<file path="src/rtl/imm_gen_pipe_if.sv">
// imm_gen_pipe_if: instruction-in / immediate-out handshake bundle for imm_gen_pipe.
// master = producer of instructions and consumer of immediates (decode/ALU side),
// slave  = the immediate generator itself.
interface imm_gen_pipe_if #(
  parameter int INSTR_W = 16,
  parameter int DATA_W  = 16
);
  logic               in_valid;
  logic               in_ready;
  logic [INSTR_W-1:0] in_instr;
  logic               out_valid;
  logic               out_ready;
  logic [DATA_W-1:0]  out_imm;
  logic [2:0]         out_kind;

  modport master (
    output in_valid, in_instr, out_ready,
    input  in_ready, out_valid, out_imm, out_kind
  );

  modport slave (
    input  in_valid, in_instr, out_ready,
    output in_ready, out_valid, out_imm, out_kind
  );
endinterface

</file>
<file path="src/rtl/imm_gen_pipe.sv">
// imm_gen_pipe: registered immediate generator for the TSC decode stage.
// Extends/positions the immediate or jump target of an instruction per opcode
// and holds results in a 2-entry skid buffer (main M drives outputs, skid S
// absorbs one word while the consumer stalls) so in_ready is a pure register.
// Optional macro IMM_GEN_BYPASS_EN: when empty and the consumer is ready, the
// extended value goes straight through in the same cycle without being stored.
module imm_gen_pipe #(
  parameter int INSTR_W = 16,
  parameter int DATA_W  = 16,
  parameter int OPC_W   = 4,
  parameter int IMM_W   = 8,
  parameter int TGT_W   = 12
) (
  input  logic clk,
  input  logic reset_n,
  input  logic flush,
  imm_gen_pipe_if.slave bus
);

  typedef enum logic [2:0] {
    K_SEXT = 3'd0,
    K_ZEXT = 3'd1,
    K_HIGH = 3'd2,
    K_TGT  = 3'd3,
    K_NONE = 3'd4
  } kind_e;

  typedef struct packed {
    logic [DATA_W-1:0] imm;
    kind_e             kind;
  } ent_t;

  typedef enum logic [1:0] {
    EMPTY = 2'd0,
    ONE   = 2'd1,
    TWO   = 2'd2
  } state_e;

  state_e             state;
  ent_t               m_ent;
  ent_t               s_ent;
  logic               m_vld;
  logic               rdy;
  ent_t               ext;
  logic [OPC_W-1:0]   opc;
  logic               accept;
  logic               pop;
  logic               byp;

  // Decode the opcode and build the extended immediate for the incoming word.
  always_comb begin
    ext  = '0;
    opc  = bus.in_instr[INSTR_W-1 -: OPC_W];
    case (int'(opc))
      0, 1, 2, 3, 4, 7, 8: begin
        // Branches, ADI, LWD, SWD: signed displacement / immediate.
        for (int i = 0; i < DATA_W; i++) begin
          if (i < IMM_W) ext.imm[i] = bus.in_instr[i];
          else           ext.imm[i] = bus.in_instr[IMM_W-1];
        end
        ext.kind = K_SEXT;
      end
      5: begin
        // ORI: logical operand, no sign.
        ext.imm[IMM_W-1:0] = bus.in_instr[IMM_W-1:0];
        ext.kind           = K_ZEXT;
      end
      6: begin
        // LHI: field lands in the top byte(s), low bits cleared.
        ext.imm[DATA_W-1 -: IMM_W] = bus.in_instr[IMM_W-1:0];
        ext.kind                   = K_HIGH;
      end
      9, 10: begin
        // JMP/JAL: raw target field; PC upper bits are merged downstream.
        ext.imm[TGT_W-1:0] = bus.in_instr[TGT_W-1:0];
        ext.kind           = K_TGT;
      end
      default: begin
        ext.imm  = '0;
        ext.kind = K_NONE;
      end
    endcase
  end

`ifdef IMM_GEN_BYPASS_EN
  // Same-cycle pass-through only when nothing is buffered, so ordering holds.
  assign byp = (state == EMPTY) & bus.in_valid & bus.out_ready & ~flush;
`else
  assign byp = 1'b0;
`endif

  assign accept = bus.in_valid & rdy;
  assign pop    = m_vld & bus.out_ready;

  // Skid-buffer state machine; flush outranks every transfer.
  always_ff @(posedge clk or negedge reset_n) begin
    if (!reset_n) begin
      state <= EMPTY;
      m_ent <= '0;
      s_ent <= '0;
      m_vld <= 1'b0;
      rdy   <= 1'b1;
    end else if (flush) begin
      // Payload registers are held; they are don't-care while out_valid=0.
      state <= EMPTY;
      m_vld <= 1'b0;
      rdy   <= 1'b1;
    end else begin
      case (state)
        EMPTY: begin
          if (accept && !byp) begin
            m_ent <= ext;
            m_vld <= 1'b1;
            state <= ONE;
          end
        end
        ONE: begin
          if (accept && pop) begin
            m_ent <= ext;
          end else if (accept) begin
            s_ent <= ext;
            rdy   <= 1'b0;
            state <= TWO;
          end else if (pop) begin
            m_vld <= 1'b0;
            state <= EMPTY;
          end
        end
        TWO: begin
          if (pop) begin
            m_ent <= s_ent;
            rdy   <= 1'b1;
            state <= ONE;
          end
        end
        default: begin
          state <= EMPTY;
          m_vld <= 1'b0;
          rdy   <= 1'b1;
        end
      endcase
    end
  end

  // Outputs come from M; bypass (if built) substitutes the live extension.
  assign bus.in_ready  = rdy;
  assign bus.out_valid = m_vld | byp;
  assign bus.out_imm   = byp ? ext.imm : m_ent.imm;
  assign bus.out_kind  = byp ? ext.kind : m_ent.kind;

endmodule
</file>
<file path="src/flat_wrapper.sv">
// flat-port wrapper written by rule: the top's interface ports become plain ports
module imm_gen_pipe_flat 
#(
  parameter int INSTR_W = 16,
  parameter int DATA_W  = 16,
  parameter int OPC_W   = 4,
  parameter int IMM_W   = 8,
  parameter int TGT_W   = 12
)
  (clk, reset_n, flush, bus_in_valid, bus_in_instr, bus_out_ready, bus_in_ready, bus_out_valid, bus_out_imm, bus_out_kind);
  imm_gen_pipe_if #(.INSTR_W(INSTR_W), .DATA_W(DATA_W)) bus_i ();
  input  logic clk;
  input  logic reset_n;
  input  logic flush;
  input wire logic [$bits(bus_i.in_valid)-1:0] bus_in_valid;
  input wire logic [$bits(bus_i.in_instr)-1:0] bus_in_instr;
  input wire logic [$bits(bus_i.out_ready)-1:0] bus_out_ready;
  output wire logic [$bits(bus_i.in_ready)-1:0] bus_in_ready;
  output wire logic [$bits(bus_i.out_valid)-1:0] bus_out_valid;
  output wire logic [$bits(bus_i.out_imm)-1:0] bus_out_imm;
  output wire logic [$bits(bus_i.out_kind)-1:0] bus_out_kind;
  assign bus_i.in_valid = bus_in_valid;
  assign bus_i.in_instr = bus_in_instr;
  assign bus_i.out_ready = bus_out_ready;
  assign bus_in_ready = bus_i.in_ready;
  assign bus_out_valid = bus_i.out_valid;
  assign bus_out_imm = bus_i.out_imm;
  assign bus_out_kind = bus_i.out_kind;
  imm_gen_pipe #(.INSTR_W(INSTR_W), .DATA_W(DATA_W), .OPC_W(OPC_W), .IMM_W(IMM_W), .TGT_W(TGT_W)) u_core (.clk(clk), .reset_n(reset_n), .flush(flush), .bus(bus_i));
endmodule
</file>
<file path="config.mk">
export PLATFORM = sky130hd
export DESIGN_NAME = imm_gen_pipe_flat
export DESIGN_NICKNAME = d
export VERILOG_FILES = /design/src/rtl/imm_gen_pipe_if.sv /design/src/rtl/imm_gen_pipe.sv /design/src/flat_wrapper.sv
export SDC_FILE = /design/constraint.sdc
export NUM_CORES = 1
export LEC_CHECK = 0
export ABC_AREA = 1
export CAP_MARGIN = 5
export CORE_UTILIZATION = 45
export CTS_CLUSTER_SIZE = 8
export DETAILED_ROUTE_END_ITERATION = 6
export GPL_ROUTABILITY_DRIVEN = 0
export GPL_TIMING_DRIVEN = 0
export HOLD_SLACK_MARGIN = 0.02
export PLACE_DENSITY = 0.71
export SKIP_CTS_REPAIR_TIMING = 1
export SLEW_MARGIN = 20
export SYNTH_ARGS = -nofsm -noshare
export SYNTH_HDL_FRONTEND = slang
export SYNTH_SLANG_ARGS = --single-unit
</file>
<file path="constraint.sdc">
create_clock -name clk -period 4.2 [get_ports clk]
set_input_delay 0.42 -clock clk [delete_from_list [all_inputs] [get_ports clk]]
set_output_delay 0.42 -clock clk [all_outputs]
set_load 0.01 [all_outputs]
</file>
Word-level counts from Yosys, hierarchy flattened
Index checks and enable logic that the tools add are counted.

Register bits after elaboration: 42. Bits of input ports: 21.

Mux-type cells: 26. Reductions and logical operators: 12. Bitwise operators: 4. Eq/ne operators: 24.

Operators with widths (count): 19-bit two-way mux (3); 19-bit case mux with 3 select lines (1); 4-bit by 3-bit == test with 1-bit output (second input constant) (4); 4-bit == test (second input constant) (3); 2-bit two-way mux (6); 3-bit by 2-bit inequality test with 1-bit output (second input constant) (4); 3-bit case mux with 4 select lines (1); 4-bit case mux with 3 select lines (1); 4-bit AND reduction (3); 5-bit AND reduction (2); 10-bit OR reduction (1); 1-bit two-way mux (9); 4-bit by 2-bit == test with 1-bit output (second input constant) (2); 8-bit two-way mux (1); 4-bit case mux with 2 select lines (1); 7-bit OR reduction (1); 2-bit by 1-bit inequality test with 1-bit output (second input constant) (3); 3-bit inequality test (second input constant) (2); 1-bit case mux with 3 select lines (2); 2-bit case mux with 3 select lines (1); 4-bit by 1-bit == test with 1-bit output (second input constant) (1); 4-bit zero test (1); 2-bit inequality test (second input constant) (2); 4-bit by 2-bit inequality test with 1-bit output (second input constant) (1); other kinds (8) (10).

Logic depth before layout (Yosys ltp)
Gate-level depths: netlist of the first run.

Depth after elaboration: 6. Depth in mapped cells: 10.

Worst setup path after synthesis of the first run
No wires, ideal clock.

Kind: flip-flop to flip-flop. From: register u_core.rdy (netlist: u_core.bus.in_ready). To: register u_core.m_ent (netlist bit u_core.bus.out_kind[2]). Buffers on the path: 2. Stages on the path, launching flop included: 8. Slack: 2780 ps. Arrival time: 1297 ps. Cell sequence: dfstp_2 > nand2_1 > o21ai_1 > nand2_1 > buf_4 > buf_6 > nand2_1 > o21ai_1.

Longest elaborated chain between the ends: 4.

RTL lines: start, declared (line imm_gen_pipe.sv:43) `logic rdy;`; start signal, assigned (line imm_gen_pipe.sv:102) `rdy <= 1'b1;`; start signal, assigned (line imm_gen_pipe.sv:107) `rdy <= 1'b1;`; start signal, assigned (line imm_gen_pipe.sv:122) `rdy <= 1'b0;`; 1-bit bitwise AND (*) (line imm_gen_pipe.sv:92) `assign accept = bus.in_valid & rdy;`; 1-bit logical AND (line imm_gen_pipe.sv:118) `if (accept && pop) begin`; 2-bit by 1-bit inequality test with 1-bit output (no line); 5-bit AND reduction (no line) (*); end signal, assigned (line imm_gen_pipe.sv:112) `m_ent <= ext;`; end signal, assigned (line imm_gen_pipe.sv:119) `m_ent <= ext;`; end signal, assigned (line imm_gen_pipe.sv:131) `m_ent <= s_ent;`; end, declared (line imm_gen_pipe.sv:40) `ent_t m_ent;`.

Mark *: on every way between the ends. The rest lies on a longest branch, timed or not. A chain may end at the register's enable or synchronous reset.

Worst setup path after layout of the first run
From: register u_core.rdy (netlist: u_core.bus.in_ready). To: output bus_in_ready.

RTL lines: end, declared (line flat_wrapper.sv:18) `output wire logic [$bits(bus_i.in_ready)-1:0] bus_in_ready;`.

No word-level cell between the ends.

==> flow_results.xml, run 1 <==
<?xml version="1.0" encoding="UTF-8"?>
<metrics>
  <group name="synth">
    <metric name="cell_count_after_synthesis" unit="">283</metric>
    <metric name="synth_seq_area_share" unit="%">49.2</metric>
    <metric name="syn_area_per_cell" unit="µm²">7.56</metric>
    <metric name="netlist-cell-type-count" unit="">24</metric>
    <metric name="yosysTopAreaCellShare" unit="%">48.0</metric>
    <metric name="synth_warnings" unit="">0</metric>
    <metric name="synthTopCellsByArea" unit="">sky130_fd_sc_hd__dfrtp_1, sky130_fd_sc_hd__nand2_1, sky130_fd_sc_hd__nand3_1, sky130_fd_sc_hd__nor2_1, sky130_fd_sc_hd__a21oi_1</metric>
    <metric name="synthesis.area" unit="µm²">2140</metric>
    <metric name="ys_seq_elements" unit="">42</metric>
    <metric name="synth.net_count" unit="">304</metric>
    <metric name="yosysTopAreaCell" unit="">sky130_fd_sc_hd__dfrtp_1</metric>
  </group>
  <group name="worst_hold_path">
    <metric name="worst_hold_path_type" unit="">input port to async pin</metric>
  </group>
  <group name="grt">
    <metric name="global_route_wire_length_before_repair" unit="µm">8720</metric>
    <metric name="initial_antenna_violation_count" unit="">0</metric>
    <metric name="grt_start_max_net_pins" unit="">31</metric>
    <metric name="globalRouteOverflowTotal" unit="">0</metric>
    <metric name="globalRouteTotalUtil" unit="%">22.5</metric>
    <metric name="first_global_vias" unit="">1921</metric>
  </group>
  <group name="placement">
    <metric name="dp_hpwl" unit="µm">3590</metric>
    <metric name="dp_cells" unit="">377</metric>
    <metric name="io_buffers" unit="">41</metric>
  </group>
  <group name="detailed_routing">
    <metric name="detail_route.wirelength" unit="µm">5030</metric>
    <metric name="detailedRoute.firstIterationViolations" unit="">104</metric>
    <metric name="postRouteAntennaNets" unit="">0</metric>
    <metric name="drt-vias-per-instance" unit="">5.04</metric>
    <metric name="drt-pass1-iter-count" unit="">6</metric>
    <metric name="detailroute.via_count" unit="">1942</metric>
    <metric name="drc" unit="">0</metric>
    <metric name="route.detailed.wl_per_inst" unit="µm">13.1</metric>
  </group>
  <group name="cts">
    <metric name="tritoncts_num_sinks" unit="">42</metric>
    <metric name="inserted_clock_buffers" unit="">5</metric>
    <metric name="insertion_delay_to_the_later_sink_of_the_worst_skew_pair" unit="ns">0.30</metric>
    <metric name="max-clock-path-buffers" unit="">2</metric>
    <metric name="tritoncts" unit="">built</metric>
    <metric name="cts.htree.levels" unit="">2</metric>
    <metric name="worst_setup_hold_path_clk_slew" unit="ns">0.08</metric>
    <metric name="cts-root-buf" unit="">sky130_fd_sc_hd__clkbuf_8</metric>
  </group>
  <group name="setup_path">
    <metric name="worst-r2r-setup-slack" unit="ns">2.66</metric>
    <metric name="startpoint_type" unit="">flop</metric>
    <metric name="arrival_time_of_data_at_the_critical_path_endpoint" unit="ns">1.37</metric>
    <metric name="timing.rr.end" unit="">u_core.bus.out_kind[2]$_DFFE_PN0P_</metric>
    <metric name="endpoint_kind" unit="">output pin</metric>
    <metric name="cp_slowest_stage_delay" unit="ns">0.54</metric>
    <metric name="slowest_stage" unit="">sky130_fd_sc_hd__dfstp_2</metric>
    <metric name="crit_path_max_fanout" unit="">3</metric>
    <metric name="critical_path_class" unit="">flop to output pin</metric>
    <metric name="worst_ep_required_time" unit="ns">3.78</metric>
    <metric name="crit_chain" unit="">clkdlybuf4s50_1</metric>
    <metric name="rr_startpoint" unit="">u_core.bus.in_ready$_DFFE_PN1P_</metric>
    <metric name="path_buf_inv" unit="">1</metric>
    <metric name="timing.reg2reg.worst_path_depth" unit="">7</metric>
    <metric name="crit_family" unit="">flip-flops</metric>
  </group>
  <group name="final_layout">
    <metric name="antennaDiodeCount" unit="">0</metric>
    <metric name="finish.cell_count_without_fillers" unit="">385</metric>
    <metric name="syn_to_final_growth" unit="%">28.1</metric>
    <metric name="nNetsFinal" unit="">353</metric>
    <metric name="drive_above_1_share" unit="%">9.01</metric>
  </group>
  <group name="timing">
    <metric name="final.setup.tns" unit="ns">0</metric>
    <metric name="total_count_of_max_transition_violations_in_the_final_report" unit="">0</metric>
    <metric name="post_route_clock_period_utilization" unit="%">42.5</metric>
    <metric name="final_hold_fails" unit="">0</metric>
    <metric name="hold_slack" unit="ns">0.00286</metric>
    <metric name="max_clock_freq" unit="MHz">560</metric>
    <metric name="finalSetupViolations" unit="">0</metric>
    <metric name="final.min_clock_period" unit="ns">1.79</metric>
    <metric name="finalClockSkew" unit="ns">0.00346</metric>
    <metric name="unrepaired_setup_endpoints_after_global_routing" unit="">no</metric>
    <metric name="relSlewSlack" unit="%">66.2</metric>
    <metric name="worstMarginPinSlew" unit="ns">0.507</metric>
  </group>
  <group name="run">
    <metric name="max_cap_violations" unit="">0</metric>
  </group>
  <group name="floorplan">
    <metric name="initial_core_util" unit="%">47.8</metric>
    <metric name="design.core.area" unit="µm²">4470</metric>
    <metric name="design.die.area" unit="µm²">5030</metric>
    <metric name="floorplan.rows" unit="">24</metric>
    <metric name="chipWidth" unit="µm">70.9</metric>
    <metric name="floorplan.die.height" unit="µm">70.9</metric>
    <metric name="design.portCount" unit="">42</metric>
  </group>
  <group name="pwr">
    <metric name="leakage" unit="nW">1.42</metric>
    <metric name="vdd.ir_drop.worst" unit="µV">286</metric>
    <metric name="power_density" unit="nW/µm²">603</metric>
  </group>
  <group name="run_status">
    <metric name="run_status" unit="">finished, final reports clean</metric>
  </group>
</metrics>
## stage by stage
step                      total power [mW]  cell area [µm²]  setup slack, ns  util [%]
after floorplan                       1.04             2140             2.78         -
after global placement                1.33             2610             1.59      58.4
after detailed placement              1.34             2630             2.21      58.8
after CTS                             1.66             2740             2.41      61.2
after global routing                  1.77             2740             2.36      61.2
final                                 1.65             2740             2.41      61.2
## logic make-up (layout without fill, tap and decap cells)
family,Yosys count,after routing,share of synthesized area (%)
DFF,42,42,49.2
and+or+nand+nor,154,154,29.9
buffers and inverters,41,91,9.36
AOI/OAI and AO/OA,46,46,11.5
## per-layer routing
metal / up-vias / share of wire, % / track usage [%]
met4: 0 / 1.8 / 9.78
met3: 7 / 5.1 / 3.70
met2: 57 / 47 / 37.0
met5: - / 0 / 0
met1: 878 / 46 / 29.4
li1: 1000 / - / -
## how the worst max path moves through the flow
stage | cells after the start | to | from | slack (ns)
after floorplan | 7 | u_core.bus.out_kind[2]$_DFFE_PN0P_ | u_core.bus.in_ready$_DFFE_PN1P_ | 2.78
after global placement | 1 | u_core.bus.out_imm[5]$_DFFE_PN0P_ | reset_n | 1.59
after detailed placement | 8 | u_core.bus.out_kind[2]$_DFFE_PN0P_ | flush | 2.21
after CTS | 1 | bus_in_ready | u_core.bus.in_ready$_DFFE_PN1P_ | 2.41
after global routing | 8 | u_core.bus.out_kind[2]$_DFFE_PN0P_ | flush | 2.36
final | 1 | bus_in_ready | u_core.bus.in_ready$_DFFE_PN1P_ | 2.41
## cell usage in the layout, fill, tap and decap left out, types with 3 or more instances in the layout
cell type / n
sky130_fd_sc_hd__nand2_1: 84
sky130_fd_sc_hd__inv_2: 3
sky130_fd_sc_hd__clkdlybuf4s50_1: 40
sky130_fd_sc_hd__clkbuf_8: 5
sky130_fd_sc_hd__nor2_1: 35
sky130_fd_sc_hd__nand3_1: 29
sky130_fd_sc_hd__clkbuf_1: 3
sky130_fd_sc_hd__buf_6: 3
sky130_fd_sc_hd__a21oi_1: 23
sky130_fd_sc_hd__inv_1: 25
sky130_fd_sc_hd__buf_2: 5
sky130_fd_sc_hd__o21ai_0: 11
sky130_fd_sc_hd__a31oi_1: 5
sky130_fd_sc_hd__dfrtp_1: 41
sky130_fd_sc_hd__o21ai_1: 4
## power by group
part / switching (mW) / total, mW / internal, mW / leakage, nW
Combinational: 0.333 / 0.659 / 0.326 / 0.845
Sequential: 0.0872 / 0.676 / 0.589 / 0.524
Clock: 0.139 / 0.317 / 0.177 / 0.0514
## sequential cells by signal, summed over array words and instances, names as in the netlist
name,flops
u_core.s_ent,19
u_core.bus.in_ready,1
u_core.bus.out_kind,3
u_core.bus.out_valid,1
u_core.state,2
u_core.bus.out_imm,16
## cell type report
class	instances	area, µm²
clock buffer	6	72.6
tap	52	65.1
inverter	29	109
multi-input combinational	200	886
timing repair buffer	42	425
buffer	12	91.3
sequential	42	1050
clock inverter	2	37.5
fill	430	1740
## synthesized netlist by cell type (all sizes together)
cell,n
a21oi,23
nand4,1
clkbuf,2
dfrtp,41
a31oi,5
o21ai,17
o31ai,1
buf,10
dfstp,1
nand2,87
clkinv,1
nand3,29
inv,28
nor2,37
## worst reg2reg max path, cell delays in order (launching register included)
cell and delay (ns):
sky130_fd_sc_hd__dfstp_2 0.54, sky130_fd_sc_hd__nand2_1 0.15, sky130_fd_sc_hd__o21ai_1 0.16, sky130_fd_sc_hd__nand2_1 0.11
sky130_fd_sc_hd__buf_4 0.20, sky130_fd_sc_hd__buf_6 0.15, sky130_fd_sc_hd__nand2_1 0.06, sky130_fd_sc_hd__o21ai_1 0.05
No activity file was read; power rests on OpenSTA's default activity.
==> inputs of run 2 (changes only) <==
PLACE_DENSITY = 0.74   (was 0.71)
clock period = 1.5 ns   (was 4.2 ns; I/O delays follow)
==> flow_results.xml, run 2 (synthesis gave the netlist of run 1 again) <==
<?xml version="1.0" encoding="UTF-8"?>
<metrics>
  <group name="run">
    <metric name="max_cap_violations" unit="">0</metric>
  </group>
  <group name="timing">
    <metric name="relSlewSlack" unit="%">77.6</metric>
    <metric name="finalClockSkew" unit="ns">0.0113</metric>
    <metric name="worstMarginPinSlew" unit="ns">0.336</metric>
    <metric name="final_hold_fails" unit="">0</metric>
    <metric name="total_count_of_max_transition_violations_in_the_final_report" unit="">0</metric>
    <metric name="hold_slack" unit="ns">0.252</metric>
    <metric name="finalSetupViolations" unit="">0</metric>
    <metric name="post_route_clock_period_utilization" unit="%">95.0</metric>
    <metric name="unrepaired_setup_endpoints_after_global_routing" unit="">yes</metric>
    <metric name="final.setup.tns" unit="ns">0</metric>
    <metric name="max_clock_freq" unit="MHz">702</metric>
    <metric name="final.min_clock_period" unit="ns">1.43</metric>
  </group>
  <group name="detailed_routing">
    <metric name="drc" unit="">2</metric>
    <metric name="detailedRoute.firstIterationViolations" unit="">147</metric>
    <metric name="drt-pass1-iter-count" unit="">7</metric>
    <metric name="route.detailed.wl_per_inst" unit="µm">13.7</metric>
    <metric name="detailroute.via_count" unit="">1982</metric>
    <metric name="detail_route.wirelength" unit="µm">5340</metric>
    <metric name="drt-vias-per-instance" unit="">5.07</metric>
    <metric name="postRouteAntennaNets" unit="">0</metric>
  </group>
  <group name="worst_hold_path">
    <metric name="worst_hold_path_type" unit="">input port to async pin</metric>
  </group>
  <group name="cts">
    <metric name="inserted_clock_buffers" unit="">5</metric>
    <metric name="tritoncts" unit="">built</metric>
    <metric name="cts-root-buf" unit="">sky130_fd_sc_hd__clkbuf_8</metric>
    <metric name="tritoncts_num_sinks" unit="">42</metric>
    <metric name="insertion_delay_to_the_later_sink_of_the_worst_skew_pair" unit="ns">0.30</metric>
    <metric name="max-clock-path-buffers" unit="">2</metric>
    <metric name="worst_setup_hold_path_clk_slew" unit="ns">0.09</metric>
    <metric name="cts.htree.levels" unit="">2</metric>
  </group>
  <group name="final_layout">
    <metric name="syn_to_final_growth" unit="%">32.4</metric>
    <metric name="layout.cells.most_common" unit="">sky130_fd_sc_hd__nand2_1</metric>
    <metric name="most_flop_heavy_register" unit="">u_core.s_ent</metric>
    <metric name="largest_register_ffs" unit="">19</metric>
    <metric name="drive_above_1_share" unit="%">13.3</metric>
    <metric name="postLayoutCellArea" unit="µm²">2830</metric>
    <metric name="fill_cells" unit="">413</metric>
    <metric name="nNetsFinal" unit="">359</metric>
    <metric name="finish.cell_count_without_fillers" unit="">391</metric>
    <metric name="leading_cell_types_in_the_layout_fill_and_taps_excluded" unit="">sky130_fd_sc_hd__nand2_1, sky130_fd_sc_hd__dfrtp_1, sky130_fd_sc_hd__clkdlybuf4s50_1</metric>
    <metric name="antennaDiodeCount" unit="">0</metric>
  </group>
  <group name="setup_path">
    <metric name="slowest_stage" unit="">sky130_fd_sc_hd__dfstp_2</metric>
    <metric name="worst-r2r-setup-slack" unit="ns">0.07</metric>
    <metric name="arrival_time_of_data_at_the_critical_path_endpoint" unit="ns">1.61</metric>
    <metric name="worst_ep_required_time" unit="ns">1.69</metric>
    <metric name="path_buf_inv" unit="">1</metric>
    <metric name="startpoint_type" unit="">flop</metric>
    <metric name="cp_slowest_stage_delay" unit="ns">0.57</metric>
    <metric name="critical_path_class" unit="">flop to flop</metric>
    <metric name="crit_chain" unit="">nand2_4, o21ai_2, nand2_2, buf_2, a21oi_1, a21oi_1</metric>
    <metric name="crit_path_max_fanout" unit="">10</metric>
    <metric name="crit_family" unit="">flip-flops</metric>
    <metric name="endpoint_kind" unit="">flop</metric>
    <metric name="critical-path-top-cell-by-count" unit="">sky130_fd_sc_hd__a21oi_1</metric>
  </group>
  <group name="placement">
    <metric name="placed_cell_area" unit="µm²">2630</metric>
    <metric name="dp_hpwl" unit="µm">3780</metric>
    <metric name="dp_cells" unit="">377</metric>
    <metric name="io_buffers" unit="">41</metric>
  </group>
  <group name="floorplan">
    <metric name="floorplan.die.height" unit="µm">70.9</metric>
    <metric name="design.core.area" unit="µm²">4470</metric>
    <metric name="design.die.area" unit="µm²">5030</metric>
    <metric name="chipWidth" unit="µm">70.9</metric>
    <metric name="initial_core_util" unit="%">47.8</metric>
    <metric name="floorplan.rows" unit="">24</metric>
    <metric name="design.portCount" unit="">42</metric>
  </group>
  <group name="grt">
    <metric name="grt_start_max_net_pins" unit="">32</metric>
    <metric name="initial_antenna_violation_count" unit="">0</metric>
    <metric name="globalRouteTotalUtil" unit="%">22.8</metric>
    <metric name="first_global_vias" unit="">1976</metric>
    <metric name="global_route_wire_length_before_repair" unit="µm">8830</metric>
    <metric name="globalRouteOverflowTotal" unit="">0</metric>
  </group>
  <group name="pwr">
    <metric name="power_density" unit="nW/µm²">1640</metric>
    <metric name="leakage" unit="nW">1.48</metric>
    <metric name="totalPowerFinal" unit="mW">4.65</metric>
    <metric name="vdd.ir_drop.worst" unit="µV">965</metric>
  </group>
  <group name="run_status">
    <metric name="run_status" unit="">finished, violations left</metric>
    <metric name="violations_in_the_final_reports" unit="">design-rule violations</metric>
  </group>
</metrics>
run 2: cell count changes in the layout (fill, tap and decap cells not counted), sizes merged:
cell,delta
clkdlybuf4s50,-1
clkinvlp,+1
dlygate4sd3,+1
dlymetal6s2s,+1
bufinv,-1
buf,+5
run 2: worst register-to-register path, stage by stage (launching register included):
cell and delay, ns:
sky130_fd_sc_hd__dfstp_2 0.57, sky130_fd_sc_hd__nand2_4 0.09, sky130_fd_sc_hd__o21ai_2 0.14, sky130_fd_sc_hd__nand2_2 0.10
sky130_fd_sc_hd__buf_2 0.20, sky130_fd_sc_hd__a21oi_1 0.14, sky130_fd_sc_hd__a21oi_1 0.09
run 2: final cells by class:
cell class / count / area [µm²] / area share [%]
Clock inverter: 2 / 12.5 / 0.442
Timing Repair Buffer: 48 / 488 / 17.2
Buffer: 12 / 101 / 3.58
Clock buffer: 6 / 82.6 / 2.92
Sequential cell: 42 / 1050 / 37.2
Inverter: 29 / 113 / 3.98
Tap cell: 52 / 65.1 / 2.30
Multi-Input combinational cell: 200 / 916 / 32.3
run 2: where the power goes:
part           total (mW)  switching (mW)  internal [mW]
sequential           1.92           0.264           1.65
combinational        1.96           0.983          0.974
clock               0.774           0.404          0.370
total                4.65            1.65           2.99
run 2: final timing paths:
path / end / cells after the start / start
worst min-delay path: u_core.bus.out_imm[10]$_DFFE_PN0P_ / 2 / reset_n
worst max-delay path: u_core.bus.out_imm[7]$_DFFE_PN0P_ / 6 / u_core.bus.in_ready$_DFFE_PN1P_
min in group clk: u_core.s_ent[3]$_DFFE_PN0P_ / 3 / bus_in_instr[0]
worst min register to register: u_core.bus.out_imm[15]$_DFFE_PN0P_ / 2 / u_core.bus.out_imm[15]$_DFFE_PN0P_
max in group asynchronous: u_core.bus.in_ready$_DFFE_PN1P_ / 3 / reset_n
worst max register to register: u_core.bus.out_imm[7]$_DFFE_PN0P_ / 6 / u_core.bus.in_ready$_DFFE_PN1P_
run 2: metal layers:
| layer | global-route usage, % | routed length [µm] | up-vias |
|---|---|---|---|
| met5 | 0 | 0 | - |
| met4 | 7.11 | 85 | 0 |
| met3 | 4.84 | 248 | 7 |
| met2 | 38.5 | 2560 | 50 |
| met1 | 29.6 | 2450 | 913 |
| li1 | - | - | 1012 |
run 2: stage by stage:
step,setup WS (ns),util [%]
2_1_floorplan,0.0804,-
3_3_place_gp,-0.859,58.4
3_5_place_dp,-0.264,58.8
4_1_cts,-0.0775,60.9
5_1_grt,-0.0471,63.3
6_report,0.0745,63.3
